$ cat config.mk
export PLATFORM = sky130hd
export DESIGN_NAME = spell_dbg_host
export DESIGN_NICKNAME = d
export VERILOG_FILES = /design/src/rtl/spell_dbg_pkg.sv /design/src/rtl/spell_dbg_shifter.sv /design/src/rtl/spell_dbg_host.sv
export SDC_FILE = /design/constraint.sdc
export NUM_CORES = 1
export LEC_CHECK = 0
export CAP_MARGIN = 20
export CORE_ASPECT_RATIO = 0.8
export CORE_MARGIN = 5
export CORE_UTILIZATION = 35
export CTS_CLUSTER_DIAMETER = 40
export DETAILED_ROUTE_END_ITERATION = 10
export GPL_TIMING_DRIVEN = 1
export PLACE_DENSITY = 0.64
export SKIP_LAST_GASP = 1
export SYNTH_ARGS = -nofsm -noshare
export SYNTH_HDL_FRONTEND = slang
export SYNTH_SLANG_ARGS = --single-unit
export TNS_END_PERCENT = 30
$ cat constraint.sdc
create_clock -name clk -period 2.35 [get_ports clk]
set_clock_uncertainty 0.2 [all_clocks]
set_input_delay 0.235 -clock clk [delete_from_list [all_inputs] [get_ports clk]]
set_output_delay 0.235 -clock clk [all_outputs]
set_load 0.005 [all_outputs]
$ cat src/rtl/spell_dbg_pkg.sv
// rtl/spell_dbg_pkg.sv - shared types and constants for the SPELL debug host
package spell_dbg_pkg;

    localparam int DEF_DATA_W = 8;

    typedef enum logic [1:0] {
        OP_READ  = 2'd0,
        OP_WRITE = 2'd1,
        OP_STEP  = 2'd2,
        OP_RUN   = 2'd3
    } op_e;

    localparam logic [2:0] ST_IDLE     = 3'd0;
    localparam logic [2:0] ST_DUMP     = 3'd1;
    localparam logic [2:0] ST_SHIFT_RD = 3'd2;
    localparam logic [2:0] ST_SHIFT_WR = 3'd3;
    localparam logic [2:0] ST_LOAD     = 3'd4;
    localparam logic [2:0] ST_PULSE    = 3'd5;
    localparam logic [2:0] ST_RESP     = 3'd6;

    localparam logic [1:0] REG_SEL_0 = 2'd0;
    localparam logic [1:0] REG_SEL_1 = 2'd1;
    localparam logic [1:0] REG_SEL_2 = 2'd2;
    localparam logic [1:0] REG_SEL_3 = 2'd3;

    // First FSM state entered when a command of the given op is accepted.
    function automatic logic [2:0] first_state(input op_e op);
        case (op)
            OP_READ:  first_state = ST_DUMP;
            OP_WRITE: first_state = ST_SHIFT_WR;
            default:  first_state = ST_PULSE;
        endcase
    endfunction

endpackage

$ cat src/rtl/spell_dbg_shifter.sv
// rtl/spell_dbg_shifter.sv - bit counter plus parallel/serial shift register
module spell_dbg_shifter
    import spell_dbg_pkg::*;
#(
    parameter int DATA_W = DEF_DATA_W
) (
    input  logic              clk,
    input  logic              rst_n,
    input  logic              load,
    input  logic [DATA_W-1:0] par_in,
    input  logic              shift_en,
    input  logic              ser_in,
    output logic              ser_out,
    output logic [DATA_W-1:0] par_out,
    output logic              done
);

    localparam int CNT_W = (DATA_W > 1) ? $clog2(DATA_W) : 1;
    localparam logic [CNT_W-1:0] CNT_MAX = CNT_W'(DATA_W - 1);

    logic [DATA_W-1:0] sr;
    logic [CNT_W-1:0]  cnt;

    // Parallel load restarts the count; each shift moves one bit MSB-first.
    always_ff @(posedge clk) begin
        if (!rst_n) begin
            sr  <= '0;
            cnt <= '0;
        end else if (load) begin
            sr  <= par_in;
            cnt <= CNT_MAX;
        end else if (shift_en) begin
            sr  <= {sr[DATA_W-2:0], ser_in};
            if (cnt != '0) begin
                cnt <= cnt - CNT_W'(1);
            end
        end
    end

    assign ser_out = sr[DATA_W-1];
    assign par_out = sr;
    assign done    = (cnt == '0);

endmodule

$ cat src/rtl/spell_dbg_host.sv
// rtl/spell_dbg_host.sv - host command to SPELL serial control pin sequencer
module spell_dbg_host
    import spell_dbg_pkg::*;
#(
    parameter int DATA_W = DEF_DATA_W
) (
    input  logic              clk,
    input  logic              rst_n,
    input  logic              cmd_valid,
    output logic              cmd_ready,
    input  logic [1:0]        cmd_op,
    input  logic [1:0]        cmd_reg,
    input  logic [DATA_W-1:0] cmd_wdata,
    output logic              rsp_valid,
    output logic [DATA_W-1:0] rsp_rdata,
    output logic              o_run,
    output logic              o_step,
    output logic              o_load,
    output logic              o_dump,
    output logic              o_shift_in,
    output logic [1:0]        o_reg_sel,
    input  logic              i_cpu_sleep,
    input  logic              i_cpu_stop,
    input  logic              i_shift_out
);

    logic [2:0]        state;
    logic [2:0]        state_nxt;
    op_e               op_q;
    logic [1:0]        reg_q;
    logic              run_q;
    logic [DATA_W-1:0] rdata_q;
    logic [DATA_W-1:0] rdata_now;
    logic [DATA_W-1:0] status;
    logic              accept;
    logic              sh_load;
    logic [DATA_W-1:0] sh_par_in;
    logic              sh_shift;
    logic              sh_ser_out;
    logic [DATA_W-1:0] sh_par_out;
    logic              sh_done;

    assign accept    = cmd_valid && cmd_ready;
    assign sh_load   = accept;
    assign sh_par_in = (op_e'(cmd_op) == OP_WRITE) ? cmd_wdata : '0;
    assign sh_shift  = (state == ST_SHIFT_RD) || (state == ST_SHIFT_WR);

    spell_dbg_shifter #(
        .DATA_W (DATA_W)
    ) u_shifter (
        .clk      (clk),
        .rst_n    (rst_n),
        .load     (sh_load),
        .par_in   (sh_par_in),
        .shift_en (sh_shift),
        .ser_in   (i_shift_out),
        .ser_out  (sh_ser_out),
        .par_out  (sh_par_out),
        .done     (sh_done)
    );

    // Next-state decode; shift states leave once the bit counter reaches zero.
    always_comb begin
        state_nxt = state;
        case (state)
            ST_IDLE:     if (accept) state_nxt = first_state(op_e'(cmd_op));
            ST_DUMP:     state_nxt = ST_SHIFT_RD;
            ST_SHIFT_RD: if (sh_done) state_nxt = ST_RESP;
            ST_SHIFT_WR: if (sh_done) state_nxt = ST_LOAD;
            ST_LOAD:     state_nxt = ST_RESP;
            ST_PULSE:    state_nxt = ST_RESP;
            ST_RESP:     state_nxt = ST_IDLE;
            default:     state_nxt = ST_IDLE;
        endcase
    end

    // CPU status word reported for every op other than READ.
    always_comb begin
        status    = '0;
        status[1] = i_cpu_stop;
        status[0] = i_cpu_sleep;
    end

    // Response data: live during RESP, held afterwards until the next RESP.
    always_comb begin
        rdata_now = rdata_q;
        if (state == ST_RESP) begin
            rdata_now = (op_q == OP_READ) ? sh_par_out : status;
        end
    end

    // FSM state, latched command fields, run level and held response data.
    always_ff @(posedge clk) begin
        if (!rst_n) begin
            state   <= ST_IDLE;
            op_q    <= OP_READ;
            reg_q   <= REG_SEL_0;
            run_q   <= 1'b0;
            rdata_q <= '0;
        end else begin
            state <= state_nxt;
            if (accept) begin
                op_q  <= op_e'(cmd_op);
                reg_q <= cmd_reg;
                // Updating at acceptance makes the new run level visible in the PULSE cycle.
                if (op_e'(cmd_op) == OP_RUN) begin
                    run_q <= cmd_wdata[0];
                end
            end
            if (state == ST_RESP) begin
                rdata_q <= rdata_now;
            end
        end
    end

    // Outputs are gated by reset so an aborted sequence is silenced in the reset cycle itself.
    assign cmd_ready  = rst_n && (state == ST_IDLE);
    assign rsp_valid  = rst_n && (state == ST_RESP);
    assign rsp_rdata  = rst_n ? rdata_now : '0;
    assign o_run      = rst_n && run_q;
    assign o_step     = rst_n && (state == ST_PULSE) && (op_q == OP_STEP);
    assign o_load     = rst_n && (state == ST_LOAD);
    assign o_dump     = rst_n && (state == ST_DUMP);
    assign o_shift_in = rst_n && (state == ST_SHIFT_WR) && sh_ser_out;
    assign o_reg_sel  = (rst_n && (state != ST_IDLE)) ? reg_q : REG_SEL_0;

endmodule

==> results.yml, run 1 <==
global_routing:
  busiest_layer: "met2"
  first_global_vias: 1391
  grt-ovfl-total: 0
  use_met3_pct: 5.14
  grt_util_all_layers_pct: 15.5
  grt_max_degree: 16
  grt_pass1_wl_um: 6600
  use_met2_pct: 24.0
  antenna_found_initial: 0
  grt.met1_usage_pct: 21.1
clocking:
  cts_hold_buf: 0
  htreeDepth: 1
  clkLatencyLatePin_ps: 270
  cts_buffers: 3
  clock_path_buffers: 2
  cts_tree: "done"
  path_clk_slew_ps: 100
  cts_root_buffer: "clkbuf_8"
  cts.sinks: 27
routing:
  drtIter0Drc: 70
  dr.pass1.iters: 4
  wl_per_cell_um: 15.0
  final_antenna_net_count: 0
  via_per_inst: 5.36
  num_vias: 1409
  drc: 0
  wirelength_um: 3950
power_and_ir_drop:
  clkPwrFrac_pct: 22.0
  p_int_uw: 825
  p_leak_uw: 0.000811
  power_frac_comb_pct: 31.4
  p_per_area_nw_per_um2: 625
  max-vdd-ir-drop_v: 0.000320
  p_seq_share_pct: 46.7
  switching_share_pct: 32.6
  p_sw_uw: 400
logic_synthesis:
  post_synth.cell_area_avg_um2: 8.69
  ys_warn_count: 0
  synth-edff-count: 0
  yosysTopAreaCell: "dfxtp_1"
  synth_area_leaders: "dfxtp_1 39%, a22o_1 7.5%, nand2_1 4.0%, o221a_2 4.0%, o21ai_0 3.9%"
  ys_seq_elements: 27
  synthCells: 161
  async_reset_ff_share_pct: 0
  synth_top_area_share_pct: 38.6
  synth-main-ff-cell: "dfxtp_1"
  ys_types: 37
  seq_area_frac_synth_pct: 38.6
  syn-cell-area_um2: 1400
  syn-num-nets: 181
floorplanning:
  core_area_um2: 3830
  die_h_um: 66.5
  die_x_um: 80.7
  rows: 20
  ios: 35
  initial_core_util_pct: 36.5
  dieArea_um2: 5370
outcome:
  status: "complete, but fails checks"
  violations: "negative setup slack"
critical_path:
  timing.rr.start: "state[0]"
  endpoint_kind: "primary output"
  cp.arrival_ps: 1980
  worstPathRequired_ps: 1910
  r2r_setup_slack_ps: 420
  r2r-end: "u_shifter.par_out[7]"
  crit_type: "primary input to primary output"
  reg2reg_depth: 5
  cp-start-kind: "primary input"
  worstPathMaxFanout: 6
  crit_path_end: "rsp_rdata[2]"
  cp-startpoint: "rst_n"
timing:
  rsz0062_at_grt: "true"
  slew_viol_final: 0
  hold_slack_ps: 287
  max_freq_mhz: 415
  setup_viol: 4
  post-route-period-util_pct: 103
  layout_setup_ws_ps: -60.3
  max_slew_margin_pct: 67.0
  tightest_slew_ps: 493
  fin_crit_ps: 2410
  final-hold-violation-count: 0
place:
  hpwl_um: 3090
  io_buffer_count: 34
  globalplace.congestion: 0.812
layout:
  final-seq-area_um2: 542
  antenna_cells: 0
  multiInputGateArea_um2: 776
  layout-drive-gt1-share_pct: 16.8
  fillCellCount: 368
  utilization_pct: 51.2
  nets: 229
  area_growth_pct: 40.1
job:
  cap_viol_max_count: 0
hold_path:
  worstHoldStart: "rdata_q[5]"
  hold_class: "flip-flop to flip-flop"
==> state kept, by name (all words and copies together) (netlist names) <==
register	count
u_shifter.par_out	8
reg_q	2
rdata_q	8
u_shifter.cnt	3
op_q	2
run_q	1
state	3
==> area by class of cell <==
cell class | instances | area share [%]
Clock buffer | 3 | 2.11
Multi-Input combinational cell | 114 | 39.6
Tap cell | 55 | 3.51
Inverter | 8 | 1.53
Timing Repair Buffer | 55 | 25.4
Sequential cell | 27 | 27.7
Clock inverter | 1 | 0.255
==> worst max-delay path: stages <==
cell             delay [ps]
clkdlybuf4s50_1         480
or2b_1                  260
nor4_2                  160
buf_4                   190
a22o_1                  140
clkdlybuf4s50_1         490
==> metrics by stage <==
stage                     cell area, µm²  TNS, ps  power [µW]  std cells  setup slack, ps
final                               1960     -136        1220        263            -60.3
after CTS                           1950     -357        1220        262            -71.8
after global routing                1960     -457        1290        263             -134
after detailed placement            1890    -1300         958        257             -224
after global placement              1890    -1270         944        257             -208
after floorplan                     1400        0         795        161              489
==> power groups by stage <==
stage	clock network [µW]	logic [µW]	registers, µW
after floorplan	0	240	556
after global placement	0	367	577
after detailed placement	0	379	580
after CTS	269	382	569
after global routing	288	426	581
final	269	384	571
==> synth_stat cells (2+ instances only) <==
cell type	instances
mux2i_1	2
o32ai_1	4
a211oi_1	4
nand2b_1	4
nand2_1	15
nor2b_1	6
o221a_2	5
nor3_1	2
and3b_1	3
or3_1	2
o211a_1	2
clkbuf_1	7
a31oi_1	3
ha_1	2
a311oi_1	4
a21oi_1	5
dfxtp_1	27
o21ai_0	11
inv_1	8
buf_2	3
o31ai_1	2
a22o_1	12
nor2_1	10
nand3_1	5
==> how the worst min path moves through the flow <==
stage	endpoint	slack (ps)	depth (start not counted)
CTS	rdata_q[4]	290	1
detailed placement	rdata_q[4]	250	1
finish	rdata_q[5]	290	1
floorplan	op_q[0]	170	2
global route	rdata_q[4]	310	1
global placement	rdata_q[2]	260	1
==> per-layer routing <==
| layer | routed length (µm) | share of wire [%] | vias to the layer above |
|---|---|---|---|
| li1 | - | - | 693 |
| met1 | 1920 | 49 | 662 |
| met2 | 1710 | 43 | 50 |
| met3 | 281 | 7.1 | 4 |
| met4 | 34 | 0.86 | 0 |
| met5 | 0 | 0 | - |
==> timing repair <==
| item | in CTS | in global routing |
|---|---|---|
| endpoints found under the hold margin | 0 | 0 |
| resized for setup | 5 | 2 |
| pin swaps | 1 | 0 |
| gates cloned | 0 | 0 |
| buffers inserted | 1 | 1 |
| setup endpoints to repair | 10 | 7 |
==> cell families after synthesis <==
logic type	after synthesis	share of synthesized area (%)
flip-flops	27	38.6
adder cells (fa/ha/maj)	2	1.79
AND/OR/NAND/NOR	55	21.5
AO/OA/AOI/OAI	55	30.2
buffers and inverters	20	6.44
multiplexers	2	1.43
==> layout by cell type, fill, tap and decap left out, types with 3 or more instances in the layout <==
| cell | n |
|---|---|
| a211oi_1 | 4 |
| a21oi_1 | 5 |
| a22o_1 | 12 |
| a311oi_1 | 4 |
| a31oi_1 | 3 |
| buf_4 | 21 |
| clkbuf_8 | 3 |
| clkdlybuf4s50_1 | 30 |
| dfxtp_1 | 26 |
| dlygate4sd2_1 | 3 |
| inv_1 | 8 |
| nand2_1 | 15 |
| nand2b_1 | 4 |
| nand3_1 | 5 |
| nor2_1 | 10 |
| nor2b_1 | 6 |
| o21ai_0 | 11 |
| o221a_2 | 5 |
| o32ai_1 | 4 |
Power figures use the tool's default switching activity.
==> run 2, diff against run 1 <==
SKIP_LAST_GASP = unset   (was 1)
==> run 2 against run 1 <==
Effect of this change:
- the run now ends clean
- critical path depth fell by 2
- first-iteration DRC count increased by 21%
- core utilization shrank 0.23 points
- combinational power about the same
- sequential power about the same
- global-route usage is essentially flat
- clock power hardly changed
- flip-flop and latch count unchanged
- sequential share of layout area grew 0.12 points
- wire length up 0.41%
- critical path type is now flip-flop to primary output
- largest power group unchanged
==> results.yml, run 2 (synthesis gave the netlist of run 1 again) <==
global_routing:
  grt-ovfl-total: 0
  use_met3_pct: 5.14
  antenna_found_initial: 0
  grt_max_degree: 16
  first_global_vias: 1391
  busiest_layer: "met2"
  grt_pass1_wl_um: 6620
  grt_util_all_layers_pct: 15.6
  use_met2_pct: 24.0
  grt.met1_usage_pct: 21.2
critical_path:
  crit_path_cell_trace: "and3b_2 -> nor2_1 -> a311oi_1 -> clkdlybuf4s50_1"
  worstPathMaxFanout: 7
  path_delay_family: "buffers and inverters"
  endpoint_kind: "primary output"
  slowest_stage: "clkdlybuf4s50_1"
  cp-start-kind: "flip-flop"
  r2r-end: "u_shifter.par_out[7]"
  critPathMaxStageDelay_ps: 560
  r2r_setup_slack_ps: 420
  crit_type: "flip-flop to primary output"
  crit_cells: 4
  timing.rr.start: "state[0]"
  cp.arrival_ps: 1840
  reg2reg_depth: 5
  worstPathRequired_ps: 1910
  path_buf_inv: 1
power_and_ir_drop:
  p_leak_uw: 0.000814
  p_int_uw: 823
  power_frac_comb_pct: 31.3
  p_seq_share_pct: 46.8
  clkPwrFrac_pct: 21.9
  p_per_area_nw_per_um2: 628
  switching_share_pct: 32.8
  max-vdd-ir-drop_v: 0.000319
  p_sw_uw: 401
floorplanning:
  initial_core_util_pct: 36.5
  dieArea_um2: 5370
  core_area_um2: 3830
  rows: 20
  die_x_um: 80.7
  die_h_um: 66.5
  ios: 35
clocking:
  cts_hold_buf: 0
  cts_tree: "done"
  cts_buffers: 3
  path_clk_slew_ps: 100
  clkLatencyLatePin_ps: 270
  cts_root_buffer: "clkbuf_8"
  clock_path_buffers: 2
  cts.sinks: 27
  htreeDepth: 1
outcome:
  status: "finished, final reports clean"
timing:
  setup_viol: 0
  fin_crit_ps: 2280
  max_slew_margin_pct: 66.8
  tightest_slew_ps: 497
  post-route-period-util_pct: 97.0
  slew_viol_final: 0
  max_freq_mhz: 439
  final-hold-violation-count: 0
routing:
  num_vias: 1383
  via_per_inst: 5.26
  wl_per_cell_um: 15.1
  wirelength_um: 3970
  drc: 0
  drtIter0Drc: 85
  final_antenna_net_count: 0
  dr.pass1.iters: 5
hold_path:
  hold_path_depth: 1
  hold_path_end: "rdata_q[5]"
  worstHoldStart: "rdata_q[5]"
  hold_class: "flip-flop to flip-flop"
layout:
  nets: 229
  layout-drive-gt1-share_pct: 16.8
  area_growth_pct: 39.4
  antenna_cells: 0
  fin_area_um2: 1950
  final_cell_mix: "26 x clkdlybuf4s50_1, 26 x dfxtp_1, 21 x buf_4"
  utilization_pct: 50.9
place:
  hpwl_um: 3090
  io_buffer_count: 34
  globalplace.congestion: 0.812
  place_area_um2: 1890
job:
  cap_viol_max_count: 0
run 2: cell count changes in the layout (fill, tap and decap cells not counted):
cell,delta
dlygate4sd2_1,+5
clkdlybuf4s50_1,-4
dlymetal6s2s_1,-1
run 2: how the worst max path moves through the flow:
| stage | from | to | slack [ps] |
|---|---|---|---|
| after global placement | rst_n | rsp_rdata[4] | -210 |
| after CTS | state[1] | rsp_rdata[1] | 30 |
| after detailed placement | rst_n | rsp_rdata[7] | -220 |
| after global routing | state[1] | rsp_rdata[0] | -2 |
| final | state[1] | rsp_rdata[1] | 70 |
| after floorplan | state[0] | rsp_rdata[2] | 490 |
run 2: cell type report:
| class | instances | area [µm²] |
|---|---|---|
| repair buffers | 55 | 488 |
| multi-input cells | 114 | 776 |
| fillers | 369 | 1880 |
| clock inverters | 1 | 5.00 |
| flip-flops and latches | 27 | 542 |
| clock buffers | 3 | 41.3 |
| well taps | 55 | 68.8 |
| inverters | 8 | 30.0 |
run 2: what timing repair did:
item | in CTS | in global routing
gates resized for setup | 11 | 0
pin swaps | 1 | 0
endpoints found under the setup margin | 10 | 2
buffers inserted | 1 | 1
cloned | 0 | 0
run 2: power by group through the flow:
stage	Clock [µW]	Combinational, µW	Sequential (µW)
floorplan	0	240	556
global placement	0	367	577
detailed placement	0	379	580
CTS	269	380	570
global route	288	424	581
finish	268	383	572
run 2: layer usage:
metal  share of wire, %  wire length, µm
met1                 50             1980
met2                 43             1700
met3                6.3              251
met4               0.86               34
met5                  0                0
run 2: per-stage QoR:
step / setup TNS [ps] / cells / hold slack, ps / power, µW / worst slack [ps]
after floorplan: 0 / 161 / 165 / 795 / 489
after global placement: -1270 / 257 / 259 / 944 / -208
after detailed placement: -1300 / 257 / 255 / 958 / -224
after CTS: 0 / 262 / 287 / 1220 / 32.5
after global routing: -1.73 / 263 / 311 / 1290 / -1.73
final: 0 / 263 / 286 / 1220 / 70.2
==> run 3, diff against run 2 <==
clock period = 2.1 ns   (was 2.35 ns; I/O delays follow)
==> run 3 against run 2 <==
Effect of this change:
- power up 12%
- clock power up 12%
- critical path type unchanged
- flip-flop and latch count unchanged
- non-clock buffer count unchanged
- register-to-register slack worse by 270 ps
- die area unchanged
- combinational power up 11%
==> results.yml, run 3 (synthesis gave the netlist of run 1 again) <==
outcome:
  status: "finished, final reports clean"
layout:
  final_common_cell: "dfxtp_1"
  utilization_pct: 51.3
  nets: 229
  layout-drive-gt1-share_pct: 17.8
  antenna_cells: 0
  area_growth_pct: 40.3
  final_cell_mix: "24 x dfxtp_1, 22 x clkdlybuf4s50_1, 20 x buf_4"
clocking:
  htreeDepth: 1
  cts_root_buffer: "clkbuf_8"
  clock_path_buffers: 2
  clkLatencyLatePin_ps: 270
  path_clk_slew_ps: 100
  cts_buffers: 3
  cts.sinks: 27
  cts_tree: "done"
timing:
  setup_viol: 0
  fin_crit_ps: 2080
  max_slew_margin_pct: 69.6
  final-hold-violation-count: 0
  tightest_slew_ps: 456
  post-route-period-util_pct: 99.1
  slew_viol_final: 0
  hold_slack_ps: 289
  max_freq_mhz: 480
  rsz0062_at_grt: "true"
job:
  cap_viol_max_count: 0
power_and_ir_drop:
  max-vdd-ir-drop_v: 0.000317
  p_leak_uw: 0.000856
  p_per_area_nw_per_um2: 696
floorplanning:
  die_h_um: 66.5
  die_x_um: 80.7
  core_area_um2: 3830
  initial_core_util_pct: 36.5
  rows: 20
  ios: 35
  dieArea_um2: 5370
hold_path:
  hold_class: "flip-flop to flip-flop"
critical_path:
  cp-start-kind: "flip-flop"
  worstPathMaxFanout: 7
  cp.arrival_ps: 1670
  worstPathRequired_ps: 1690
  endpoint_kind: "primary output"
  crit_type: "flip-flop to primary output"
routing:
  via_per_inst: 5.27
  wl_per_cell_um: 14.7
  final_antenna_net_count: 0
  drtIter0Drc: 109
  dr.pass1.iters: 4
  wirelength_um: 3850
  num_vias: 1387
  drc: 0
place:
  io_buffer_count: 34
  hpwl_um: 3020
  globalplace.congestion: 0.838
global_routing:
  first_global_vias: 1335
  grt-ovfl-total: 0
  grt_max_degree: 19
  antenna_found_initial: 0
  grt_pass1_wl_um: 6420
  grt_util_all_layers_pct: 15.2
-- run 3: where the power goes --
group          internal [µW]  leakage (µW)  switching, µW
logic                    213      0.000611            213
registers                576      0.000222           64.1
clock network            136     0.0000228            165
-- run 3: stage by stage --
stage | power (µW) | area, µm² | setup slack (ps) | cells | setup TNS [ps]
2_1_floorplan | 890 | 1400 | 264 | 161 | 0
3_3_place_gp | 1060 | 1900 | -422 | 258 | -6340
3_5_place_dp | 1070 | 1900 | -412 | 258 | -6920
4_1_cts | 1370 | 1950 | -124 | 263 | -124
5_1_grt | 1450 | 1960 | -72.6 | 263 | -85.4
6_report | 1370 | 1960 | 18.3 | 263 | 0
-- run 3: area by class of cell --
type | count | area [µm²]
Inverter | 8 | 30.0
Fill cell | 352 | 1870
Multi-Input combinational cell | 114 | 781
Sequential cell | 27 | 544
Tap cell | 55 | 68.8
Clock buffer | 4 | 45.0
Timing Repair Buffer | 55 | 494
-- run 3: metal layers --
| metal | up-vias | routed length [µm] | GRT usage (%) |
|---|---|---|---|
| li1 | 697 | - | - |
| met1 | 647 | 1920 | 21.7 |
| met2 | 41 | 1660 | 22.4 |
| met3 | 2 | 256 | 4.86 |
| met4 | 0 | 19 | 2.53 |
| met5 | - | 0 | 0 |
-- run 3: what timing repair did --
action,CTS,global route
pin swaps,1,0
hold endpoints to repair,0,0
setup endpoints to repair,16,5
hold buffers,0,0
gates resized for setup,16,3
buffers inserted,1,0
-- run 3: path summary, 6_finish.rpt --
kind,start,to,slack (ps),cells after the start
setup reg to reg,state[0],u_shifter.par_out[2],150,5
hold / removal,rdata_q[7],rdata_q[7],290,1
setup / recovery,state[0],rsp_rdata[4],20,6
hold reg to reg,rdata_q[7],rdata_q[7],290,1
-- run 3: worst max-delay path, cell delays in order (launching register included) --
cell and delay (ps):
dfxtp_2 340, or2b_1 240, nor4_2 160, buf_4 200
buf_4 120, a22o_1 120, dlygate4sd2_1 230
